$ cat src/rtl/computer_pkg.sv
// Shared definitions for the computer: bus/RAM widths and loader state.
// Also holds the loader's state-to-control decoder.
package computer_pkg;

    localparam int ADDR_WIDTH = 4;
    localparam int DATA_WIDTH = 8;
    localparam int CSUM_WIDTH = 8;

    typedef enum logic [2:0] {
        IDLE,
        WAIT_BYTE,
        DRIVE_ADDR,
        DRIVE_DATA,
        CHECK,
        DONE
    } loader_state_t;

    typedef struct packed {
        logic in_ready;
        logic bus_drive;
        logic sel_addr;
        logic load_memory_address;
        logic ram_we;
        logic cpu_hold;
        logic done;
    } loader_ctl_t;

    function automatic loader_ctl_t decode_state(loader_state_t s);
        loader_ctl_t c;
        c = '0;
        unique case (1'b1)
            (s == WAIT_BYTE): begin
                c.in_ready = 1'b1;
            end
            (s == DRIVE_ADDR): begin
                c.bus_drive           = 1'b1;
                c.sel_addr            = 1'b1;
                c.load_memory_address = 1'b1;
            end
            (s == DRIVE_DATA): begin
                c.bus_drive = 1'b1;
                c.ram_we    = 1'b1;
            end
            (s == CHECK): begin
                c.in_ready = 1'b1;
            end
            (s == DONE): begin
                c.done = 1'b1;
            end
            default: begin
                c = '0;
            end
        endcase
        c.cpu_hold = (s != IDLE) && (s != DONE);
        return c;
    endfunction

endpackage

$ cat src/rtl/program_loader_if.sv
// Byte-stream input and shared-bus output bundle of the program loader.
// master = loader side, slave = stream source / bus consumer side.
interface program_loader_if #(
    parameter int DW = computer_pkg::DATA_WIDTH
);

    logic [DW-1:0] in_data;
    logic          in_valid;
    logic          in_ready;
    logic [DW-1:0] bus_out;
    logic          bus_drive;
    logic          load_memory_address;
    logic          ram_we;
    logic          cpu_hold;
    logic          done;
    logic          checksum_err;

    modport master (
        input  in_data,
        input  in_valid,
        output in_ready,
        output bus_out,
        output bus_drive,
        output load_memory_address,
        output ram_we,
        output cpu_hold,
        output done,
        output checksum_err
    );

    modport slave (
        output in_data,
        output in_valid,
        input  in_ready,
        input  bus_out,
        input  bus_drive,
        input  load_memory_address,
        input  ram_we,
        input  cpu_hold,
        input  done,
        input  checksum_err
    );

endinterface

$ cat src/rtl/loader_checksum.sv
// Mod-256 byte accumulator with a sticky mismatch flag for the loader.
// Used only when PROGRAM_LOADER_CHECKSUM_EN is defined.
module loader_checksum
    import computer_pkg::*;
(
    input  logic                  clk,
    input  logic                  reset,
    input  logic                  clr,
    input  logic                  acc,
    input  logic [CSUM_WIDTH-1:0] acc_byte,
    input  logic                  cmp,
    input  logic [CSUM_WIDTH-1:0] cmp_byte,
    output logic                  err
);

    logic [CSUM_WIDTH-1:0] sum_q, sum_d;
    logic                  err_q, err_d;

    always_ff @(posedge clk or negedge reset) begin
        if (!reset) begin
            sum_q <= '0;
            err_q <= 1'b0;
        end else begin
            sum_q <= sum_d;
            err_q <= err_d;
        end
    end

    always_comb begin
        sum_d = sum_q;
        err_d = err_q;
        if (clr) begin
            sum_d = '0;
            err_d = 1'b0;
        end else begin
            if (acc) begin
                sum_d = sum_q + acc_byte;
            end
            if (cmp && (cmp_byte != sum_q)) begin
                err_d = 1'b1;
            end
        end
    end

    assign err = err_q;

endmodule

$ cat src/rtl/program_loader.sv
// Fills program RAM from a byte stream via the shared bus, holding the CPU.
// Define PROGRAM_LOADER_CHECKSUM_EN to add a trailing checksum byte check.
module program_loader #(
    parameter int ADDR_WIDTH = computer_pkg::ADDR_WIDTH,
    parameter int DATA_WIDTH = computer_pkg::DATA_WIDTH
) (
    input  logic             clk,
    input  logic             reset,
    input  logic             start,
    program_loader_if.master lif
);

    import computer_pkg::*;

    localparam logic [ADDR_WIDTH-1:0] LAST_ADDR = '1;

`ifdef PROGRAM_LOADER_CHECKSUM_EN
    localparam loader_state_t END_STATE = CHECK;
`else
    localparam loader_state_t END_STATE = DONE;
`endif

    loader_state_t         state_q, state_d;
    logic [ADDR_WIDTH-1:0] addr_q, addr_d;
    logic [DATA_WIDTH-1:0] data_q, data_d;
    loader_ctl_t           ctl;
    logic                  csum_err;

    always_ff @(posedge clk or negedge reset) begin
        if (!reset) begin
            state_q <= IDLE;
            addr_q  <= '0;
            data_q  <= '0;
        end else begin
            state_q <= state_d;
            addr_q  <= addr_d;
            data_q  <= data_d;
        end
    end

    always_comb begin
        state_d = state_q;
        addr_d  = addr_q;
        data_d  = data_q;
        case (state_q)
            IDLE: begin
                if (start) begin
                    state_d = WAIT_BYTE;
                    addr_d  = '0;
                end
            end
            WAIT_BYTE: begin
                if (lif.in_valid) begin
                    data_d  = lif.in_data;
                    state_d = DRIVE_ADDR;
                end
            end
            DRIVE_ADDR: begin
                state_d = DRIVE_DATA;
            end
            DRIVE_DATA: begin
                // The last address always exits, so the counter never wraps.
                if (addr_q == LAST_ADDR) begin
                    state_d = END_STATE;
                end else begin
                    addr_d  = addr_q + 1'b1;
                    state_d = WAIT_BYTE;
                end
            end
`ifdef PROGRAM_LOADER_CHECKSUM_EN
            CHECK: begin
                if (lif.in_valid) begin
                    state_d = DONE;
                end
            end
`endif
            DONE: begin
                state_d = IDLE;
            end
            default: begin
                state_d = IDLE;
            end
        endcase
    end

    always_comb begin
        ctl                     = decode_state(state_q);
        lif.in_ready            = ctl.in_ready;
        lif.bus_drive           = ctl.bus_drive;
        lif.load_memory_address = ctl.load_memory_address;
        lif.ram_we              = ctl.ram_we;
        lif.cpu_hold            = ctl.cpu_hold;
        lif.done                = ctl.done;
        lif.checksum_err        = csum_err;
        lif.bus_out             = '0;
        if (ctl.bus_drive) begin
            lif.bus_out = ctl.sel_addr ? DATA_WIDTH'(addr_q) : data_q;
        end
    end

`ifdef PROGRAM_LOADER_CHECKSUM_EN
    loader_checksum u_csum (
        .clk      (clk),
        .reset    (reset),
        .clr      ((state_q == IDLE) && start),
        .acc      (state_q == DRIVE_DATA),
        .acc_byte (CSUM_WIDTH'(data_q)),
        .cmp      ((state_q == CHECK) && lif.in_valid),
        .cmp_byte (CSUM_WIDTH'(lif.in_data)),
        .err      (csum_err)
    );
`else
    assign csum_err = 1'b0;
`endif

endmodule

$ cat src/flat_wrapper.sv
// flat-port wrapper written by rule: the top's interface ports become plain ports
module program_loader_flat import computer_pkg::*;
#(
    parameter int ADDR_WIDTH = computer_pkg::ADDR_WIDTH,
    parameter int DATA_WIDTH = computer_pkg::DATA_WIDTH
)
  (clk, reset, start, lif_in_data, lif_in_valid, lif_in_ready, lif_bus_out, lif_bus_drive, lif_load_memory_address, lif_ram_we, lif_cpu_hold, lif_done, lif_checksum_err);
  program_loader_if #(.DW((8))) lif_i ();
  input  logic clk;
  input  logic reset;
  input  logic start;
  input wire logic [$bits(lif_i.in_data)-1:0] lif_in_data;
  input wire logic [$bits(lif_i.in_valid)-1:0] lif_in_valid;
  output wire logic [$bits(lif_i.in_ready)-1:0] lif_in_ready;
  output wire logic [$bits(lif_i.bus_out)-1:0] lif_bus_out;
  output wire logic [$bits(lif_i.bus_drive)-1:0] lif_bus_drive;
  output wire logic [$bits(lif_i.load_memory_address)-1:0] lif_load_memory_address;
  output wire logic [$bits(lif_i.ram_we)-1:0] lif_ram_we;
  output wire logic [$bits(lif_i.cpu_hold)-1:0] lif_cpu_hold;
  output wire logic [$bits(lif_i.done)-1:0] lif_done;
  output wire logic [$bits(lif_i.checksum_err)-1:0] lif_checksum_err;
  assign lif_i.in_data = lif_in_data;
  assign lif_i.in_valid = lif_in_valid;
  assign lif_in_ready = lif_i.in_ready;
  assign lif_bus_out = lif_i.bus_out;
  assign lif_bus_drive = lif_i.bus_drive;
  assign lif_load_memory_address = lif_i.load_memory_address;
  assign lif_ram_we = lif_i.ram_we;
  assign lif_cpu_hold = lif_i.cpu_hold;
  assign lif_done = lif_i.done;
  assign lif_checksum_err = lif_i.checksum_err;
  program_loader #(.ADDR_WIDTH(ADDR_WIDTH), .DATA_WIDTH(DATA_WIDTH)) u_core (.clk(clk), .reset(reset), .start(start), .lif(lif_i));
endmodule
$ cat config.mk
export PLATFORM = sky130hd
export DESIGN_NAME = program_loader_flat
export DESIGN_NICKNAME = d
export VERILOG_FILES = /design/src/rtl/computer_pkg.sv /design/src/rtl/program_loader_if.sv /design/src/rtl/loader_checksum.sv /design/src/rtl/program_loader.sv /design/src/flat_wrapper.sv
export SDC_FILE = /design/constraint.sdc
export NUM_CORES = 1
export LEC_CHECK = 0
export CORE_MARGIN = 4
export CORE_UTILIZATION = 47
export CTS_CLUSTER_SIZE = 24
export DETAILED_ROUTE_END_ITERATION = 7
export MAX_ROUTING_LAYER = met4
export PLACE_DENSITY = 0.82
export SYNTH_ARGS = -nofsm -noshare
export SYNTH_HDL_FRONTEND = slang
export SYNTH_SLANG_ARGS = --single-unit
export TNS_END_PERCENT = 10
$ cat constraint.sdc
create_clock -name clk -period 2.1 [get_ports clk]
set_input_delay 0.42 -clock clk [delete_from_list [all_inputs] [get_ports clk]]
set_output_delay 0.42 -clock clk [all_outputs]
set_load 0.02 [all_outputs]
==> results.json, run 1 <==
{
  "clkPwrFrac_pct": 11.4,
  "synth_top_area_share_pct": 46.0,
  "tns_ps": 0,
  "syn2layout_area_growth_pct": 35.7,
  "yosys_warnings": 0,
  "synth-async-reset-ratio_pct": 100,
  "place_congestion": 0.871,
  "syn_inst": 75,
  "gr-usage-all-layers_pct": 16.9,
  "worstSetupPathType": "register to output pin",
  "num_io_pins": 27,
  "htreeDepth": 1,
  "startpoint_type": "register",
  "syn_avg_cell_area_sq_um": 10.9,
  "n_antenna_cell": 0,
  "synth-main-ff-cell": "dfrtp_1",
  "worst_slew_pin_slew_ps": 675,
  "r2r_slack_ps": 550,
  "yosysMostFrequentCell": "dfrtp_1",
  "drive_above_1_share_pct": 19.4,
  "syn_nets": 88,
  "grt_start_max_net_pins": 16,
  "whs_ps": 520,
  "firstDrtPassIters": 4,
  "n_fill_cell": 132,
  "synth_edf_count": 0,
  "cp_max_fo": 6,
  "fin_skew_ps": 4.54,
  "p_sw_uw": 617,
  "hpwl_um": 1390,
  "rsz0062_at_grt": "false",
  "syn_area_sq_um": 816,
  "post-place-ws_ps": 145,
  "drtAntennaViolNets": 0,
  "drc": 0,
  "grt_pass1_vias": 668,
  "grt-ovfl-total": 0,
  "fin_crit_sh_pct": 93.5,
  "sw_frac_of_total_pct": 41.3,
  "p_seq_share_pct": 35.0,
  "core_area_sq_um": 1580,
  "slew-limit-headroom_pct": 54.8,
  "hp-class": "register to register",
  "drt_iter0_drc": 9,
  "grt_pass1_wl_um": 3040,
  "cts_hold_buffers": 0,
  "layout.nets": 117,
  "grt_antenna_before_repair": 0,
  "cts_root_buffer": "clkbuf_4",
  "slew_viol_final": 0,
  "ys_types": 26,
  "p_comb_share_pct": 53.6,
  "fmax_mhz": 509,
  "powerDensity_nw_per_um2": 1350,
  "critPathArrivalTime_ps": 1540,
  "critPathRequiredTime_ps": 1680,
  "layout_setup_ws_ps": 136,
  "end_kind": "output pin",
  "vias_per_cell": 5.25,
  "synth_top_area_cell": "dfrtp_1",
  "num_vias": 625,
  "finalHoldViolCount": 0,
  "ys_top_cells_by_area": "dfrtp_1, mux2_2, mux2i_1, nor2_1, and3_1",
  "initial_utilization_pct": 51.7,
  "internal_power_uw": 878,
  "vdd_drop_max_v": 0.000962,
  "synth-seq-cells": 15,
  "clkTransAtPathRegs_ps": 90,
  "io_buffer_count": 25,
  "max-cap-violations": 0,
  "synthTopCellsByCount": "dfrtp_1, mux2_2, nor2_1, mux2i_1, and3_1",
  "status": "finished clean",
  "dieArea_sq_um": 2470,
  "cts_tree": "built",
  "cts_setup_buffers": 0,
  "die_w_um": 49.7,
  "setup_violations": 0,
  "p_leak_uw": 0.000589,
  "clock_sink_count": 15,
  "clockBufferDepth": 2,
  "seq_area_frac_synth_pct": 46.0,
  "cts_buffers": 3,
  "die_h_um": 49.7,
  "postRouteWirelength_um": 1800,
  "fin_crit_ps": 1960,
  "fp-row-count": 14,
  "wire_per_inst_um": 15.2,
  "clk_latency_ps": 290
}
==> layer usage <==
layer	up-vias	track usage (%)	part of all wire (%)
met5	-	-	0
met4	0	9.68	3.1
met3	6	3.31	6.0
met2	22	25.8	46
met1	287	20.8	45
li1	310	-	-
==> stage by stage <==
stage / utilization, % / cell area (sq um) / std cells / total power [uW]
after floorplan: - / 816 / 75 / 1050
after global placement: 68.7 / 1080 / 115 / 1360
after detailed placement: 68.7 / 1080 / 115 / 1390
after CTS: 69.6 / 1100 / 119 / 1510
after global routing: 70.2 / 1110 / 119 / 1610
final: 70.2 / 1110 / 119 / 1490
==> cells by family after synthesis <==
kind of cell	Yosys count	synth area share, %
buf+inv	8	5.52
compound gates	8	5.52
simple gates	26	20.6
xor+xnor	3	3.22
other cells	1	0.460
fa+ha+maj	1	1.53
flops	15	46.0
mux	13	17.2
==> power groups by stage <==
stage / clock network [uW] / logic [uW] / registers [uW]
floorplan: 0 / 577 / 477
global placement: 0 / 843 / 518
detailed placement: 0 / 858 / 527
CTS: 171 / 812 / 522
global route: 194 / 879 / 542
finish: 170 / 802 / 523
==> worst paths after layout <==
kind / startpoint / endpoint / cells past startpoint
max in group asynchronous: reset / u_core.state_q[0] / 1
min in group asynchronous: reset / u_core.data_q[1] / 1
worst max register to register: u_core.state_q[0] / u_core.addr_q[3] / 4
worst min register to register: u_core.data_q[7] / u_core.data_q[7] / 1
worst min-delay path: u_core.data_q[7] / u_core.data_q[7] / 1
worst max-delay path: u_core.state_q[2] / lif_bus_out[6] / 4
==> state kept, by name, summed over array words and instances, names as in the netlist <==
register	cells
u_core.state_q	3
u_core.data_q	8
u_core.addr_q	4
==> placed cells by master, fill, tap and decap left out, types with 3 or more instances in the layout <==
cell type,n
nand2_1,3
o21ai_1,3
buf_4,4
clkdlybuf4s50_1,11
dlygate4sd2_1,10
a21oi_1,3
nor2_1,7
dlymetal6s2s_1,4
nand2b_1,3
mux2_2,8
and3_1,4
inv_1,3
clkbuf_4,3
mux2i_1,5
dfrtp_1,14
==> critical path, cell delays in order (launching register included) <==
cell and delay (ps):
dfrtp_1 390, nand2b_1 170, inv_1 160, and3_1 200, dlygate4sd2_1 340
==> cell type report <==
class                      count  area (sq um)  share of cell area [%]
sequential                    15           377                    34.0
inverter                       3          11.3                    1.02
timing repair buffer          29           278                    25.1
clock buffer                   4          26.3                    2.37
multi-input combinational     52           395                    35.7
tap                           16          20.0                    1.81
==> timing repair <==
item                       CTS  global route
resized for setup           11             4
setup endpoints to repair   12             4
gates cloned                 0             0
hold endpoints to repair     0             0
(Power assumes the default switching activity.)
==> inputs of run 2 (changes only) <==
--- a/config.mk
+++ b/config.mk
@@ -7,7 +7,7 @@
 export LEC_CHECK = 0
 export CORE_MARGIN = 4
 export CORE_UTILIZATION = 47
-export CTS_CLUSTER_SIZE = 24
+export CTS_CLUSTER_SIZE = 8
 export DETAILED_ROUTE_END_ITERATION = 7
 export MAX_ROUTING_LAYER = met4
 export PLACE_DENSITY = 0.82
==> results of run 2 <==
The final DEF is identical to that of run 1; final timing and power are the same.
==> inputs of run 3 (changes only) <==
--- a/config.mk
+++ b/config.mk
@@ -10,7 +10,7 @@
 export CTS_CLUSTER_SIZE = 8
 export DETAILED_ROUTE_END_ITERATION = 7
 export MAX_ROUTING_LAYER = met4
-export PLACE_DENSITY = 0.82
+export PLACE_DENSITY = 0.89
 export SYNTH_ARGS = -nofsm -noshare
 export SYNTH_HDL_FRONTEND = slang
 export SYNTH_SLANG_ARGS = --single-unit
==> run 3 against run 2 <==
  * Maximum frequency grew 1.9%
  * Worst hold slack lost 8.3 ps
  * Sequential power shrank 4.4%
  * Largest power group unchanged
==> results.json, run 3 (same netlist as run 1, synthesis figures left out) <==
{
  "status": "finished clean",
  "dpl_cell_area_sq_um": 1090,
  "fin_crit_ps": 1930,
  "layout.cells.non_filler": 120,
  "power_uw": 1490,
  "hp-class": "register to register",
  "die_h_um": 49.7,
  "cts_tree": "built",
  "critPathRequiredTime_ps": 1680,
  "postRouteWirelength_um": 1660,
  "cts_hold_buffers": 0,
  "p_sw_uw": 611,
  "grt_pass1_vias": 647,
  "powerDensity_nw_per_um2": 1340,
  "final_area_sq_um": 1110,
  "clkTransAtPathRegs_ps": 90,
  "n_antenna_cell": 0,
  "num_io_pins": 27,
  "internal_power_uw": 877,
  "fp-row-count": 14,
  "dieArea_sq_um": 2470,
  "vdd_drop_max_v": 0.000787,
  "max_stage_delay_ps": 380,
  "largest_reg_flops": 8,
  "startpoint_type": "register",
  "cts_root_buffer": "clkbuf_4",
  "cp_top_family": "buffers and inverters",
  "slew_viol_final": 0,
  "wire_per_inst_um": 13.9,
  "drc": 0,
  "htreeDepth": 1,
  "p_comb_share_pct": 55.4,
  "reg2reg_from": "u_core.state_q[1]",
  "firstDrtPassIters": 4,
  "worst_slew_pin_slew_ps": 658,
  "hpwl_um": 1310,
  "sw_frac_of_total_pct": 41.1,
  "r2r_slack_ps": 660,
  "fin_skew_ps": 6.47,
  "clock_sink_count": 15,
  "fin_crit_sh_pct": 91.8,
  "die_w_um": 49.7,
  "num_vias": 640,
  "drtAntennaViolNets": 0,
  "layout.nets": 118,
  "hold_path_depth": 1,
  "tns_ps": 0,
  "cp_slowest_cell": "dfrtp_1",
  "holdPathEnd": "u_core.data_q[5]",
  "grt-ovfl-total": 0,
  "clockBufferDepth": 2,
  "use_met2_pct": 25.8,
  "rsz0062_at_grt": "false",
  "p_leak_uw": 0.000582,
  "cts_setup_buffers": 0,
  "layout_setup_ws_ps": 173,
  "hold_start": "u_core.data_q[5]",
  "timing.critical_path.buf_inv": 3,
  "met3_usage_pct": 2.41,
  "drive_above_1_share_pct": 20.2,
  "cts_buffers": 3,
  "core_area_sq_um": 1580,
  "post-place-ws_ps": 218,
  "grt_start_max_net_pins": 16,
  "cp_cell_sequence": "buf_4 > nand3b_2 > inv_1 > dlygate4sd2_1",
  "top_register": "u_core.data_q",
  "gr-usage-all-layers_pct": 15.2,
  "syn2layout_area_growth_pct": 35.7,
  "reg_top3": "u_core.data_q x8, u_core.addr_q x4, u_core.state_q x3",
  "drt_iter0_drc": 4,
  "grt_pass1_wl_um": 2840,
  "clkPwrFrac_pct": 11.0,
  "grt_busiest_layer": "met2",
  "placed_cells": 116,
  "finalHoldViolCount": 0,
  "fmax_mhz": 519,
  "path_depth": 4,
  "max-cap-violations": 0,
  "vias_per_cell": 5.33,
  "slew-limit-headroom_pct": 56.0,
  "critPathArrivalTime_ps": 1510,
  "p_seq_share_pct": 33.6,
  "clk_latency_ps": 280,
  "worstRegToRegCells": 4,
  "initial_utilization_pct": 51.7,
  "reg2reg_to": "u_core.data_q[7]",
  "place_congestion": 0.824,
  "cp_max_fo": 7,
  "grtUsageMet1_pct": 18.1,
  "end_kind": "output pin",
  "final_common_cell": "dfrtp_1",
  "n_fill_cell": 129,
  "io_buffer_count": 25,
  "grt_antenna_before_repair": 0,
  "setup_violations": 0,
  "final_cell_mix": "dfrtp_1, dlygate4sd2_1, clkdlybuf4s50_1, mux2_2, nor2_1",
  "worstSetupPathType": "register to output pin"
}
-- run 3: cell types whose count changed in the layout (fill, tap and decap cells not counted), sizes merged --
cell          before  now
buf                4    5
clkbuf             4    3
clkinv             0    1
dlygate4sd2       10   12
dlymetal6s2s       4    2
-- run 3: per-layer routing --
metal,share of wire [%],up-vias,routed length [um]
li1,-,314,-
met1,45,305,745
met2,50,21,833
met3,5.1,0,84
met4,0,0,0
met5,0,-,0
-- run 3: metrics by stage --
step / hold WS [ps] / utilization (%)
floorplan: 124 / -
global placement: 485 / 69.1
detailed placement: 496 / 69.1
CTS: 516 / 69.9
global route: 525 / 70.2
finish: 512 / 70.2
-- run 3: layout make-up --
| cell class | instances | area, sq um | share of cell area, % |
|---|---|---|---|
| Clock buffer | 3 | 22.5 | 2.03 |
| Clock inverter | 1 | 5.00 | 0.452 |
| Inverter | 3 | 11.3 | 1.02 |
| Multi-Input combinational cell | 52 | 395 | 35.7 |
| Sequential cell | 15 | 375 | 33.9 |
| Tap cell | 16 | 20.0 | 1.81 |
| Timing Repair Buffer | 30 | 278 | 25.1 |
-- run 3: power by group through the flow --
stage	clock (uW)	combinational (uW)	sequential [uW]
after floorplan	0	577	477
after global placement	0	877	498
after detailed placement	0	895	506
after CTS	169	838	500
after global routing	182	902	516
final	164	824	500
-- run 3: worst max-delay path by stage --
stage | start | endpoint | slack (ps)
final | u_core.state_q[2] | lif_ram_we | 170
after detailed placement | u_core.state_q[2] | lif_ram_we | 220
after CTS | u_core.state_q[2] | lif_load_memory_address | 1
after floorplan | u_core.state_q[2] | lif_bus_out[4] | 480
after global routing | u_core.state_q[2] | lif_ram_we | 90
after global placement | u_core.state_q[2] | lif_ram_we | 220
-- run 3: what timing repair did --
action                                  4_1_cts  5_1_grt
resized for setup                            12        2
hold endpoints to repair                      0        0
pin swaps                                     0        0
endpoints found under the setup margin       12        2
